==> src/rtl/fdd_seek_ctrl.sv <==
// Floppy head positioner: RESTORE/SEEK/STEP_IN/STEP_OUT with timed step pulses and head settle.
// Accepts a command only when cmd_ready (IDLE); reports completion with a one-clk done plus a held error flag.
module fdd_seek_ctrl #(
    parameter int STEP_MS       = 4,
    parameter int SETTLE_MS     = 15,
    parameter int PULSE_CLKS    = 4,
    parameter int MAX_TRACKS    = 80,
    parameter int RESTORE_LIMIT = 84
) (
    input  logic       clk,
    input  logic       resetn,
    input  logic       msclk,
    input  logic       cmd_valid,
    output logic       cmd_ready,
    input  logic [1:0] cmd,
    input  logic [6:0] target,
    input  logic       abort,
    input  logic       TRACK0n,
    output logic       STEPn,
    output logic       SDIRn,
    output logic [6:0] cur_track,
    output logic       busy,
    output logic       done,
    output logic       error
);

    typedef enum logic [2:0] {
        S_IDLE, S_CHECK, S_DIR, S_PULSE, S_STEP_WAIT, S_SETTLE, S_FINISH
    } state_t;

    localparam logic [1:0]  CMD_RESTORE  = 2'd0;
    localparam logic [1:0]  CMD_SEEK     = 2'd1;
    localparam logic [1:0]  CMD_STEP_IN  = 2'd2;
    localparam logic [1:0]  CMD_STEP_OUT = 2'd3;
    localparam logic [6:0]  LP_MAX       = 7'(MAX_TRACKS);
    localparam logic [7:0]  LP_LIMIT     = 8'(RESTORE_LIMIT);
    localparam logic [15:0] LP_STEP      = 16'(STEP_MS);
    localparam logic [15:0] LP_SETTLE    = 16'(SETTLE_MS);
    localparam logic [15:0] LP_PULSE     = 16'(PULSE_CLKS - 1);

    state_t      r_state, w_next_state;
    logic [1:0]  r_cmd;
    logic [6:0]  r_target;
    logic [6:0]  r_cur_track, w_track_nxt;
    logic        r_sdir, w_sdir_nxt;
    logic        r_error, w_error_nxt;
    logic        r_ready;
    logic [7:0]  r_restore_cnt, w_restore_cnt_nxt;
    logic [15:0] r_pulse_cnt, w_pulse_cnt_nxt;
    logic [15:0] r_ms_cnt, w_ms_cnt_nxt;
    logic        w_accept;

    always_ff @(posedge clk or negedge resetn) begin
        if (!resetn) begin
            r_state       <= S_IDLE;
            r_cmd         <= 2'd0;
            r_target      <= 7'd0;
            r_cur_track   <= 7'd0;
            r_sdir        <= 1'b0;
            r_error       <= 1'b0;
            r_ready       <= 1'b0;
            r_restore_cnt <= 8'd0;
            r_pulse_cnt   <= 16'd0;
            r_ms_cnt      <= 16'd0;
        end else begin
            r_state       <= w_next_state;
            r_cur_track   <= w_track_nxt;
            r_sdir        <= w_sdir_nxt;
            r_error       <= w_error_nxt;
            r_ready       <= 1'b1;
            r_restore_cnt <= w_restore_cnt_nxt;
            r_pulse_cnt   <= w_pulse_cnt_nxt;
            r_ms_cnt      <= w_ms_cnt_nxt;
            if (w_accept) begin
                r_cmd    <= cmd;
                r_target <= target;
            end
        end
    end

    always_comb begin
        w_next_state      = r_state;
        w_track_nxt       = r_cur_track;
        w_sdir_nxt        = r_sdir;
        w_error_nxt       = r_error;
        w_restore_cnt_nxt = r_restore_cnt;
        w_pulse_cnt_nxt   = r_pulse_cnt;
        w_ms_cnt_nxt      = r_ms_cnt;
        w_accept          = 1'b0;

        unique case (r_state)
            S_IDLE: begin
                if (cmd_valid && r_ready) begin
                    w_accept          = 1'b1;
                    w_next_state      = S_CHECK;
                    w_error_nxt       = 1'b0;
                    w_restore_cnt_nxt = 8'd0;
                end
            end
            S_CHECK: begin
                case (r_cmd)
                    CMD_SEEK: begin
                        if (r_target > LP_MAX) begin
                            w_next_state = S_FINISH;
                            w_error_nxt  = 1'b1;
                        end else if (r_target == r_cur_track) begin
                            w_next_state = S_FINISH;
                        end else begin
                            w_sdir_nxt   = (r_target > r_cur_track);
                            w_next_state = S_DIR;
                        end
                    end
                    CMD_STEP_IN: begin
                        if (r_cur_track == LP_MAX) begin
                            w_next_state = S_FINISH;
                            w_error_nxt  = 1'b1;
                        end else begin
                            w_sdir_nxt   = 1'b1;
                            w_next_state = S_DIR;
                        end
                    end
                    CMD_STEP_OUT: begin
                        if (r_cur_track == 7'd0 && !TRACK0n) begin
                            w_next_state = S_FINISH;
                        end else begin
                            w_sdir_nxt   = 1'b0;
                            w_next_state = S_DIR;
                        end
                    end
                    default: begin
                        // RESTORE: a head already at track 0 finishes without moving, so no settle.
                        if (!TRACK0n) begin
                            w_track_nxt = 7'd0;
                            if (r_restore_cnt == 8'd0) begin
                                w_next_state = S_FINISH;
                            end else begin
                                w_next_state = S_SETTLE;
                                w_ms_cnt_nxt = LP_SETTLE;
                            end
                        end else if (r_restore_cnt == LP_LIMIT) begin
                            w_next_state = S_FINISH;
                            w_error_nxt  = 1'b1;
                        end else begin
                            w_sdir_nxt   = 1'b0;
                            w_next_state = S_DIR;
                        end
                    end
                endcase
            end
            S_DIR: begin
                w_next_state    = S_PULSE;
                w_pulse_cnt_nxt = LP_PULSE;
            end
            S_PULSE: begin
                if (r_pulse_cnt == 16'd0) begin
                    if (r_sdir) begin
                        w_track_nxt = r_cur_track + 7'd1;
                    end else if (r_cur_track != 7'd0) begin
                        w_track_nxt = r_cur_track - 7'd1;
                    end
                    if (r_cmd == CMD_RESTORE) begin
                        w_restore_cnt_nxt = r_restore_cnt + 8'd1;
                    end
                    w_next_state = S_STEP_WAIT;
                    w_ms_cnt_nxt = LP_STEP;
                end else begin
                    w_pulse_cnt_nxt = r_pulse_cnt - 16'd1;
                end
            end
            S_STEP_WAIT: begin
                if (r_ms_cnt == 16'd0) begin
                    if (r_cmd == CMD_RESTORE ||
                        (r_cmd == CMD_SEEK && r_cur_track != r_target)) begin
                        w_next_state = S_CHECK;
                    end else begin
                        w_next_state = S_SETTLE;
                        w_ms_cnt_nxt = LP_SETTLE;
                    end
                end else if (msclk) begin
                    w_ms_cnt_nxt = r_ms_cnt - 16'd1;
                end
            end
            S_SETTLE: begin
                if (r_ms_cnt == 16'd0) begin
                    w_next_state = S_FINISH;
                end else if (msclk) begin
                    w_ms_cnt_nxt = r_ms_cnt - 16'd1;
                end
            end
            S_FINISH: begin
                w_next_state = S_IDLE;
            end
            default: begin
                w_next_state = S_IDLE;
            end
        endcase

        // Abort discards any track update from the interrupted pulse; in FINISH it only flags the error
        // so done stays a single cycle.
        if (abort && r_state != S_IDLE) begin
            w_track_nxt       = r_cur_track;
            w_sdir_nxt        = r_sdir;
            w_restore_cnt_nxt = r_restore_cnt;
            w_error_nxt       = 1'b1;
            w_next_state      = (r_state == S_FINISH) ? S_IDLE : S_FINISH;
        end
    end

    assign cmd_ready = r_ready && (r_state == S_IDLE);
    assign STEPn     = (r_state != S_PULSE);
    assign SDIRn     = r_sdir;
    assign cur_track = r_cur_track;
    assign busy      = (r_state != S_IDLE);
    assign done      = (r_state == S_FINISH);
    assign error     = r_error;

endmodule

==> config.mk <==
export PLATFORM = sky130hd
export DESIGN_NAME = fdd_seek_ctrl
export DESIGN_NICKNAME = d
export VERILOG_FILES = /design/src/rtl/fdd_seek_ctrl.sv
export SDC_FILE = /design/constraint.sdc
export NUM_CORES = 1
export LEC_CHECK = 0
export ABC_AREA = 1
export BUFFER_PORTS_ARGS = -buffer_cell sky130_fd_sc_hd__buf_2
export CORE_MARGIN = 5
export CORE_UTILIZATION = 55
export CTS_CLUSTER_SIZE = 20
export DETAILED_ROUTE_END_ITERATION = 10
export PLACE_DENSITY = 0.83
export SLEW_MARGIN = 10
export SYNTH_ARGS = -nofsm -noshare
export SYNTH_HDL_FRONTEND = slang
export SYNTH_SLANG_ARGS = --single-unit
export TNS_END_PERCENT = 50
==> constraint.sdc <==
create_clock -name clk -period 2.1 [get_ports clk]
set_input_delay 0.21 -clock clk [delete_from_list [all_inputs] [get_ports clk]]
set_output_delay 0.21 -clock clk [all_outputs]
set_load 0.005 [all_outputs]
* Yosys cells after proc, flatten, opt, wreduce, memory -nomap -nowiden
Cells that the tools add are included.
** Word-level totals
- Register bits after elaboration :: 62
- Latch bits :: 0
- Bits in writable memories :: 0
- ROM bits :: 0
- Bits of input ports :: 15
- Output and inout port bits :: 13
- Word-level logic and storage cells :: 139
- Memories kept :: 0
** Cells by class
- Add/sub/neg operators :: 5
- Multipliers :: 0
- Divide/modulo/power cells :: 0
- $lt $le $gt $ge :: 2
- Eq/ne operators :: 38
- Shift-type cells :: 0
- Mux-type cells :: 54
- Bitwise gates (word level) :: 1
- Reductions and logical operators :: 29
** Operators by type and width (count)
- 2-to-1 mux 16 bit :: 9
- one-hot mux 16 bit (4 select lines) :: 1
- 2-to-1 mux 3 bit :: 13
- 2-to-1 mux 7 bit :: 5
- logical NOT 16 bit :: 2
- one-hot mux 16 bit (2 select lines) :: 1
- subtractor 16 x 1 -> 16 bit, second input constant :: 2
- 2-to-1 mux 8 bit :: 3
- != test 2 bit, second input constant :: 12
- != test 3 bit, second input constant :: 7
- one-hot mux 3 bit (6 select lines) :: 1
- one-hot mux 8 bit (2 select lines) :: 1
- 2-to-1 mux 1 bit :: 14
- one-hot mux 7 bit (2 select lines) :: 1
- AND reduction 7 bit :: 2
- != test 5 bit, second input constant :: 2
- == test 3 bit, second input constant :: 3
- one-hot mux 3 bit (3 select lines) :: 1
- adder 8 x 1 -> 8 bit, second input constant :: 1
- == test 8 x 7 -> 1 bit, second input constant :: 1
- logical NOT 8 bit :: 1
- != test 4 bit, second input constant :: 2
- AND reduction 8 bit :: 1
- nonzero test 4 bit :: 2
- 31 further kinds :: 41

* Logic depth before layout (Yosys ltp)
Gate-level depths: netlist (run 1).
- Depth after elaboration :: 7
- Depth in mapped cells :: 13
- Depth with buffers taken out :: 13

* Worst setup path after synthesis (run 1)
No wires, ideal clock.
- Kind :: flip-flop to flip-flop
- Start :: register r_pulse_cnt[0]
- End :: register r_ms_cnt[15]
- Library setup time :: 124 ps
- Data arrival time :: 1627 ps
- Required time :: 1976 ps
- Path slack :: 349 ps
- Stages on the path, launching flop included :: 13
- Path buffers :: 1
- Clock period less this slack :: 1751 ps
- Cells stage by stage :: dfrtp_1 -> inv_1 -> ha_1 -> nand2_1 -> nor2_1 -> nand2_1 -> nand2_2 -> nand2_1 -> nor2_2 -> nand2_2 -> buf_6 -> nand2_1 -> nand2_1
** Between the ends
- Cells in the longest elaborated chain, start to end :: 3
** Ends and longest elaborated chain
- start: declaration :: line 49 : logic [15:0] r_pulse_cnt, w_pulse_cnt_nxt;
- start signal: assignment :: line 72 : r_pulse_cnt <= w_pulse_cnt_nxt;
- logical NOT 16 bit :: line 155 : if (r_pulse_cnt == 16'd0) begin
- != test 2 bit (no line)
- AND reduction 7 bit (no line)
- end signal: assignment :: line 73 : r_ms_cnt <= w_ms_cnt_nxt;
- end: declaration :: line 50 : logic [15:0] r_ms_cnt, w_ms_cnt_nxt;
Every way passes these cells.
A chain may end at the register's enable or synchronous reset.

* Final worst setup path (run 1)
- Start :: register r_pulse_cnt[0]
- End :: register r_ms_cnt[12]
Same word-level chain as after synthesis.

==> results of run 1 <==
==> flip-flops by register name (all words and copies together) (netlist names) <==
signal         cells
SDIRn              1
cur_track          7
error              1
r_cmd              2
r_ms_cnt          16
r_pulse_cnt       16
r_ready            1
r_restore_cnt      8
r_state            3
r_target           7
==> cell families after synthesis <==
| group | synth area share |
|---|---|
| flip-flops | 0.350 |
| other | 0.000846 |
| XOR/XNOR | 0.0494 |
| AO/OA/AOI/OAI | 0.0988 |
| adder cells (fa/ha/maj) | 0.0666 |
| AND/OR/NAND/NOR | 0.354 |
| buffers and inverters | 0.0779 |
| multiplexers | 0.00254 |
==> worst paths after layout <==
kind | startpoint | cells after the start | slack, ns | to
max | r_pulse_cnt[0] | 11 | 0.13 | r_ms_cnt[12]
max in group asynchronous | resetn | 3 | 1.41 | r_target[1]
max reg2reg | r_pulse_cnt[0] | 11 | 0.13 | r_ms_cnt[12]
min reg2reg | error | 2 | 0.49 | error
min in group asynchronous | resetn | 3 | 0.41 | r_pulse_cnt[8]
min | target[6] | 2 | 0.1 | r_target[6]
==> cell usage in the layout (no fill, tap or decap), types with 6 or more instances in the layout <==
| master | instances |
|---|---|
| nand2_1 | 181 |
| nor2_1 | 97 |
| inv_1 | 72 |
| dfrtp_1 | 62 |
| nand3_1 | 37 |
| buf_2 | 27 |
| a21oi_1 | 24 |
| o21ai_0 | 22 |
| ha_1 | 21 |
| xor2_1 | 20 |
| buf_4 | 17 |
| nand4_1 | 13 |
| nor3_1 | 11 |
| clkbuf_8 | 11 |
| o21ai_1 | 8 |
| o21ai_2 | 7 |
| nand2_2 | 6 |
==> power by group through the flow <==
stage	Sequential (mW)	Combinational, mW	Clock [mW]
detailed placement	1.88	3.66	0
finish	1.88	3.79	1.09
global placement	1.85	3.52	0
global route	1.92	4.27	1.16
CTS	1.86	3.70	1.11
floorplan	1.83	2.73	0
==> stage by stage <==
step	area, sq um	worst slack, ns	hold WS [ns]	power, mW	TNS [ns]
floorplan	4430	0.349	-0.0856	4.56	0
global placement	4780	0.185	0.249	5.37	0
detailed placement	4780	0.0508	0.252	5.54	0
CTS	4990	0.00260	0.0901	6.67	0
global route	5020	-0.0129	0.0851	7.35	-0.0203
finish	5020	0.133	0.0978	6.76	0
==> cells in the mapped netlist (2+ instances only) <==
| master | n | area (sq um) |
|---|---|---|
| buf_2 | 2 | 10.0 |
| a31oi_1 | 5 | 31.3 |
| nor3_1 | 11 | 55.1 |
| nor4_1 | 2 | 12.5 |
| o21ai_0 | 22 | 110 |
| inv_1 | 73 | 274 |
| nand3_1 | 37 | 185 |
| nand4_1 | 13 | 81.3 |
| nand3b_1 | 5 | 37.5 |
| and3_1 | 2 | 12.5 |
| o21a_1 | 4 | 30.0 |
| o21ai_2 | 5 | 43.8 |
| nand2_2 | 8 | 50.1 |
| dfrtp_1 | 62 | 1550 |
| nor3b_1 | 2 | 15.0 |
| nand2_1 | 182 | 683 |
| xor2_1 | 20 | 175 |
| ha_1 | 22 | 275 |
| o211ai_1 | 5 | 37.5 |
| nor2_4 | 2 | 22.5 |
| o21ai_1 | 10 | 50.1 |
| nor2_2 | 3 | 18.8 |
| buf_6 | 3 | 33.8 |
| a21oi_1 | 24 | 120 |
| nor2_1 | 98 | 368 |
| xnor2_1 | 5 | 43.8 |
| inv_2 | 2 | 7.51 |
==> routing by layer <==
layer  GRT usage  vias to the layer above
met5           0                        -
met4       0.106                        0
met3      0.0463                       24
met2       0.403                      167
met1       0.283                     2041
li1            -                     2157
==> area by class of cell <==
| class | instances | area [sq um] | share of cell area |
|---|---|---|---|
| clock buffers | 12 | 155 | 0.0309 |
| clock inverters | 4 | 45.0 | 0.00897 |
| multi-input cells | 495 | 2560 | 0.511 |
| flip-flops and latches | 62 | 1550 | 0.309 |
| repair buffers | 46 | 293 | 0.0583 |
| inverters | 76 | 287 | 0.0570 |
| well taps | 102 | 128 | 0.0254 |
==> timing repair <==
item                                   in CTS  in global routing
setup buffers                               0                  0
setup endpoints to repair                   0                 25
endpoints found under the hold margin      62                  0
gates resized for setup                     0                  9
hold buffers                                1                  0
==> results.cfg, run 1 <==
[worst_setup_path]
worst_setup_path_start_kind = register
cp_data_arrival_time_ns = 2.20
crit_chain = inv_1, ha_2, nand2_1, nor2_1, nand2_1, nand2_2, nand2_1, nor2_2, nand2_4, inv_2, o21ai_1
cp_max_fo = 18
crit_path_top_delay_cell = dfrtp_1
worstPathRequired_ns = 2.33
crit_type = reg2reg
slowest_delay_ns = 0.39
crit_path_end_kind = register
cpMostUsedCell = nand2_1
critPathBufInv = 2
crit_family = simple AND/OR/NAND/NOR gates

[routing]
wl_met3_um = 625
drt-met1-wl_um = 4740
wl_per_cell_um = 14.0
num_vias = 4389
drtPass1Iterations = 5
top_layer = met4
via_per_inst = 5.51
wl_met2_um = 5590
drc = 0
ant_nets = 0
drt_iter0_drc = 269
drt-total-wl_um = 11200

[status]
status = completed

[finish]
final_util = 0.643
drive_above_1_share = 0.131
nNetsFinal = 728
fillers = 679
finalNonFillerCells = 797
syn_to_final_growth_pct = 13.4
diodes = 0

[sta]
setup-violations-final = 0
post-route-period-util = 0.937
period_needed_ns = 1.97
fin_skew_ns = 0.0111
fmaxAchievable_ghz = 0.508
drv_slew = 0
final_hold_viol_count = 0

[pwr]
p_int_mw = 3.48
power.leakage_nw = 2.63
power_density_nw_per_um2 = 1350
p_switching_mw = 3.28
clock_power_share = 0.161
vdd_drop_max_mv = 0.987
p_seq_frac = 0.278
comb_power_share = 0.561
sw_frac_of_total = 0.485

[clock_network]
cts_buffers = 9
clock_path_buffers = 2
cts_root_buf = clkbuf_8
cts_tree = done
clkTransAtPathRegs_ns = 0.08
insertion_delay_ns = 0.35
htree_levels = 3
clock-sinks = 62

[floorplanning]
chipHeight_um = 99.8
rows = 32
core_area_sq_um = 7810
die_x_um = 99.8
die-area_sq_um = 9950
start_util = 0.568
ios = 28

[global_route]
antenna_found_initial = 0
grt_pass1_wl_um = 19200
grt_pass1_vias = 4404
grt_max_degree = 63
grt_use_total = 0.235
grt-ovfl-total = 0

[synthesis]
synth_ff_type = dfrtp_1
synth-edff-count = 0
ys_types = 39
syn_area_per_cell_sq_um = 6.91
synth.cell_area_sq_um = 4430
yosysWarnings = 0
syn_nets = 679
synthCells = 641
ys_ff_latch = 62
synthArstFlopShare = 1.00
synth-seq-area-share = 0.350

[placement]
placement.io_buffers = 27
place_congestion = 0.934
placed_cells = 780
dpl.hpwl_um = 8330

[worst_hold_path]
hold_class = in2reg

[job]
drv_cap = 0
Power figures use the tool's default switching activity.
==> inputs of run 2 (changes only) <==
--- a/config.mk
+++ b/config.mk
@@ -7,6 +7,7 @@
 export LEC_CHECK = 0
 export ABC_AREA = 1
 export BUFFER_PORTS_ARGS = -buffer_cell sky130_fd_sc_hd__buf_2
+export CORE_ASPECT_RATIO = 0.75
 export CORE_MARGIN = 5
 export CORE_UTILIZATION = 55
 export CTS_CLUSTER_SIZE = 20
==> run 2 against run 1 <==
  * First-iteration DRC count grew 70%
  * Total power about the same
  * Clock-buffer cell count is 1 lower
  * Sequential power barely moved
  * Maximum frequency up 0.36%
  * Sequential share of layout area fell by 0.20 points
  * Cell count grew 0.88%
  * Non-clock buffer count rose by 4
  * Register-to-register slack is essentially flat
  * Critical path type unchanged
  * Critical endpoint is now r_ms_cnt[0]
==> results.cfg, run 2 (synthesis results as in run 1) <==
[sta]
fin_skew_ns = 0.00973
period_needed_ns = 1.96
holdWs_ns = 0.0822
setup-violations-final = 0
worst_pin_slew_ns = 0.600
final_hold_viol_count = 0
slew_headroom = 0.600
fmaxAchievable_ghz = 0.510
post-route-period-util = 0.933
worst_slack_ns = 0.140
drv_slew = 0
fin_setup_tns_ns = 0

[floorplanning]
chipHeight_um = 87.7
ios = 28
rows = 28
die_x_um = 114
die-area_sq_um = 9970
start_util = 0.562
core_area_sq_um = 7880

[pwr]
power_density_nw_per_um2 = 1330
power.leakage_nw = 2.62
vdd_drop_max_mv = 0.695
sw_frac_of_total = 0.482
p_seq_frac = 0.279
clock_power_share = 0.165
p_int_mw = 3.50
comb_power_share = 0.556
p_switching_mw = 3.25

[clock_network]
clock-sinks = 62
cts_buffers = 9
clkTransAtPathRegs_ns = 0.07
htree_levels = 3
cts_tree = done
cts_root_buf = clkbuf_8
clock_path_buffers = 2
insertion_delay_ns = 0.36

[worst_setup_path]
crit_path_end_kind = register
crit_type = reg2reg
worst_setup_path_start_kind = register
worstPathRequired_ns = 2.34
cp_data_arrival_time_ns = 2.20
cp_max_fo = 10

[status]
status = completed

[placement]
place_congestion = 0.936
placement.io_buffers = 27
placed_cells = 781
dpl.hpwl_um = 8110
dpl_cell_area_sq_um = 4770
post-place-ws_ns = 0.0793

[routing]
drtPass1Iterations = 6
ant_nets = 0
drt_iter0_drc = 458
num_vias = 4334
drc = 0
wl_met3_um = 748
wl_met2_um = 4720
drt-total-wl_um = 10800
via_per_inst = 5.39
top_layer = met4
wl_per_cell_um = 13.4
drt-met1-wl_um = 5090

[worst_hold_path]
hold_class = in2reg

[finish]
multi_input_area_sq_um = 2560
diodes = 0
fillers = 674
mostFrequentLayoutCells = 181 x nand2_1, 97 x nor2_1, 71 x inv_1
nNetsFinal = 732
finalInstanceArea_sq_um = 5060
drive_above_1_share = 0.139
seqCellArea_sq_um = 1550
finalNonFillerCells = 804
syn_to_final_growth_pct = 14.2
top_regs = r_ms_cnt: 16 flops, r_pulse_cnt: 16 flops, r_restore_cnt: 8 flops
mostFrequentLayoutCell = nand2_1

[global_route]
grt-ovfl-total = 0
antenna_found_initial = 0
grt_pass1_vias = 4094
grt_max_degree = 39
grt_pass1_wl_um = 18600
grt_use_total = 0.230

[job]
drv_cap = 0
run 2: cell types whose count changed in the layout (fill, tap and decap cells not counted), sizes merged:
| cell | before | now |
|---|---|---|
| buf | 45 | 49 |
| clkinvlp | 0 | 3 |
| clkinv | 4 | 2 |
| clkbuf | 12 | 11 |
run 2: layer usage:
metal | vias up | GRT usage
met5 | - | 0
met3 | 24 | 0.0518
met4 | 0 | 0.0699
met1 | 1978 | 0.317
met2 | 175 | 0.365
li1 | 2157 | -
run 2: layout make-up:
class	count	share of cell area
multi-input cells	495	0.505
repair buffers	50	0.0638
flip-flops and latches	62	0.307
clock buffers	11	0.0299
clock inverters	5	0.0114
well taps	105	0.0260
inverters	76	0.0566
run 2: timing repair:
action | in CTS | in global routing
hold buffers | 1 | 0
setup endpoints to repair | 0 | 27
gates resized for setup | 0 | 9
buffers inserted | 0 | 6
endpoints found under the hold margin | 24 | 0
run 2: through the flow:
stage,utilization,total power [mW]
finish,0.642,6.75
global route,0.642,7.39
CTS,0.633,6.62
detailed placement,0.605,5.48
global placement,0.605,5.35
floorplan,-,4.56
run 2: worst max-delay path, cell delays in order (launching register included):
cell	delay [ns]
dfrtp_1	0.41
inv_1	0.13
ha_1	0.21
nand3b_1	0.11
nor2_2	0.11
nand3_1	0.11
nor2_1	0.18
nand3_2	0.15
nand2_4	0.15
buf_4	0.19
o21ai_0	0.09
run 2: power groups by stage:
stage	sequential, mW	clock [mW]	combinational [mW]
after floorplan	1.83	0	2.73
after global placement	1.89	0	3.46
after detailed placement	1.90	0	3.58
after CTS	1.88	1.14	3.60
after global routing	1.94	1.20	4.26
final	1.88	1.12	3.75
run 2: path summary, 6_finish.rpt:
| kind | slack (ns) | end | depth (start not counted) | startpoint |
|---|---|---|---|---|
| max in group asynchronous | 1.10 | r_ms_cnt[2] | 3 | resetn |
| hold reg to reg | 0.51 | r_ms_cnt[10] | 2 | r_ms_cnt[10] |
| min in group asynchronous | 0.39 | r_restore_cnt[1] | 2 | resetn |
| hold / removal | 0.08 | r_target[6] | 2 | target[6] |
| setup reg to reg | 0.14 | r_ms_cnt[0] | 10 | r_ms_cnt[0] |
| setup / recovery | 0.14 | r_ms_cnt[0] | 10 | r_ms_cnt[0] |
==> inputs of run 3 (changes only) <==
--- a/config.mk
+++ b/config.mk
@@ -7,12 +7,12 @@
 export LEC_CHECK = 0
 export ABC_AREA = 1
 export BUFFER_PORTS_ARGS = -buffer_cell sky130_fd_sc_hd__buf_2
-export CORE_ASPECT_RATIO = 0.75
+export CORE_ASPECT_RATIO = 0.7
 export CORE_MARGIN = 5
 export CORE_UTILIZATION = 55
 export CTS_CLUSTER_SIZE = 20
 export DETAILED_ROUTE_END_ITERATION = 10
-export PLACE_DENSITY = 0.83
+export PLACE_DENSITY = 0.79
 export SLEW_MARGIN = 10
 export SYNTH_ARGS = -nofsm -noshare
 export SYNTH_HDL_FRONTEND = slang
==> run 3 against run 2 <==
  * Worst setup slack gained 0.017 ns
  * Clock power rose by 31%
  * Via count up 1.4%
==> results.cfg, run 3 (synthesis results as in run 1) <==
[floorplanning]
die_x_um = 117
rows = 27
chipHeight_um = 85.1
die-area_sq_um = 9980
core_area_sq_um = 7870
start_util = 0.563
ios = 28

[clock_network]
clock-sinks = 62
clock_path_buffers = 2
htree_levels = 3
clkTransAtPathRegs_ns = 0.05
insertion_delay_ns = 0.33
cts_buffers = 9
cts_tree = done
cts_root_buf = clkbuf_16

[finish]
final_util = 0.649
mostFrequentLayoutCells = 182 x nand2_1, 97 x nor2_1, 73 x inv_1
drive_above_1_share = 0.127
nNetsFinal = 729
finalInstanceArea_sq_um = 5110
top_regs = r_ms_cnt: 16 flops, r_pulse_cnt: 16 flops, r_restore_cnt: 8 flops
mostFrequentLayoutCell = nand2_1
diodes = 0
syn_to_final_growth_pct = 15.3

[worst_setup_path]
cp_max_fo = 12
cp_data_arrival_time_ns = 2.14
slowest_delay_ns = 0.37
cpMostUsedCell = nand2_1
crit_type = reg2reg
crit_path_end_kind = register
r2r_slack_ns = 0.16
worst_setup_path_start_kind = register
crit_path_top_delay_cell = dfrtp_1
worstPathRequired_ns = 2.30
crit_chain = inv_1, ha_2, nand2_1, nor2_1, nand2_1, nand2_2, nand2_1, nor2_4, nand2_4, buf_4, nand2_1, o21ai_0

[pwr]
p_int_mw = 3.82
power_density_nw_per_um2 = 1400
sw_frac_of_total = 0.468
clock_power_share = 0.205
p_seq_frac = 0.262
p_switching_mw = 3.35
power.leakage_nw = 2.65
comb_power_share = 0.534
vdd_drop_max_mv = 0.852

[job]
drv_cap = 0

[global_route]
grt-ovfl-total = 0
grt_pass1_wl_um = 19300
grt_max_degree = 39
grt_use_total = 0.243
antenna_found_initial = 0
grt_pass1_vias = 4073

[routing]
via_per_inst = 5.52
ant_nets = 0
drtPass1Iterations = 6
num_vias = 4393
drt_iter0_drc = 460
wl_per_cell_um = 14.3
drt-total-wl_um = 11400
drc = 0

[sta]
period_needed_ns = 1.94
post-route-period-util = 0.925
fmaxAchievable_ghz = 0.515
slew_headroom = 0.599
drv_slew = 0
final_hold_viol_count = 0
setup-violations-final = 0
fin_skew_ns = 0.00781
worst_pin_slew_ns = 0.601

[placement]
dpl_cell_area_sq_um = 4780
place_congestion = 0.956
dpl.hpwl_um = 8650
placement.io_buffers = 27

[status]
status = completed

[worst_hold_path]
hold_class = in2reg
[run 3: cell types whose count changed in the layout (fill, tap and decap cells not counted)]
cell,change
clkinv_2,+1
nor2_2,-1
inv_2,-2
nand2_4,-1
dfrtp_2,-1
clkbuf_8,-10
buf_4,-3
nor2_4,+1
clkbuf_16,+9
dfrtp_1,+1
clkbuf_1,+1
nand2_1,+1
clkinvlp_4,-2
inv_1,+2
[run 3: cell type report]
type / instances / area [sq um]
Timing Repair Buffer: 47 / 300
Fill cell: 661 / 2760
Multi-Input combinational cell: 495 / 2550
Inverter: 76 / 287
Tap cell: 101 / 126
Sequential cell: 62 / 1550
Clock inverter: 4 / 47.5
Clock buffer: 11 / 243
[run 3: layer usage]
layer,routed length [um],vias to the layer above,global-route usage
li1,-,2157,-
met1,5380,2048,0.358
met2,4950,174,0.353
met3,910,14,0.0656
met4,117,0,0.0552
met5,0,-,0
[run 3: final timing paths]
kind | endpoint | start | cells past startpoint
hold / removal | r_target[6] | target[6] | 2
setup / recovery | r_ms_cnt[9] | r_pulse_cnt[0] | 12
max in group asynchronous | r_ms_cnt[0] | resetn | 3
setup reg to reg | r_ms_cnt[9] | r_pulse_cnt[0] | 12
hold reg to reg | error | error | 2
min in group asynchronous | r_restore_cnt[5] | resetn | 2
[run 3: timing repair]
action,CTS,global route
setup endpoints to repair,0,13
endpoints found under the hold margin,24,0
buffers inserted,0,1
hold buffers,1,0
gates resized for setup,0,5
[run 3: per-stage QoR]
| step | TNS, ns | cells | worst slack, ns | total power, mW | hold WS [ns] |
|---|---|---|---|---|---|
| finish | 0 | 796 | 0.157 | 7.17 | 0.112 |
| global route | -0.0225 | 796 | -0.0155 | 7.82 | 0.115 |
| CTS | 0 | 795 | 0.130 | 7.08 | 0.102 |
| detailed placement | 0 | 779 | 0.137 | 5.56 | 0.247 |
| global placement | 0 | 779 | 0.204 | 5.41 | 0.256 |
| floorplan | 0 | 641 | 0.349 | 4.56 | -0.0856 |
[run 3: power groups by stage]
stage	logic (mW)	clock network [mW]	registers, mW
global route	4.34	1.55	1.93
finish	3.83	1.47	1.88
floorplan	2.73	0	1.83
global placement	3.54	0	1.87
detailed placement	3.67	0	1.88
CTS	3.71	1.50	1.87
[run 3: critical path: cells and delay by family, from the launching register on]
| family | cells | cell delay, ns |
|---|---|---|
| and+or+nand+nor | 8 | 0.83 |
| AOI/OAI and AO/OA | 1 | 0.08 |
| adders and majority gates | 1 | 0.22 |
| DFF | 1 | 0.37 |
| buffers and inverters | 2 | 0.31 |
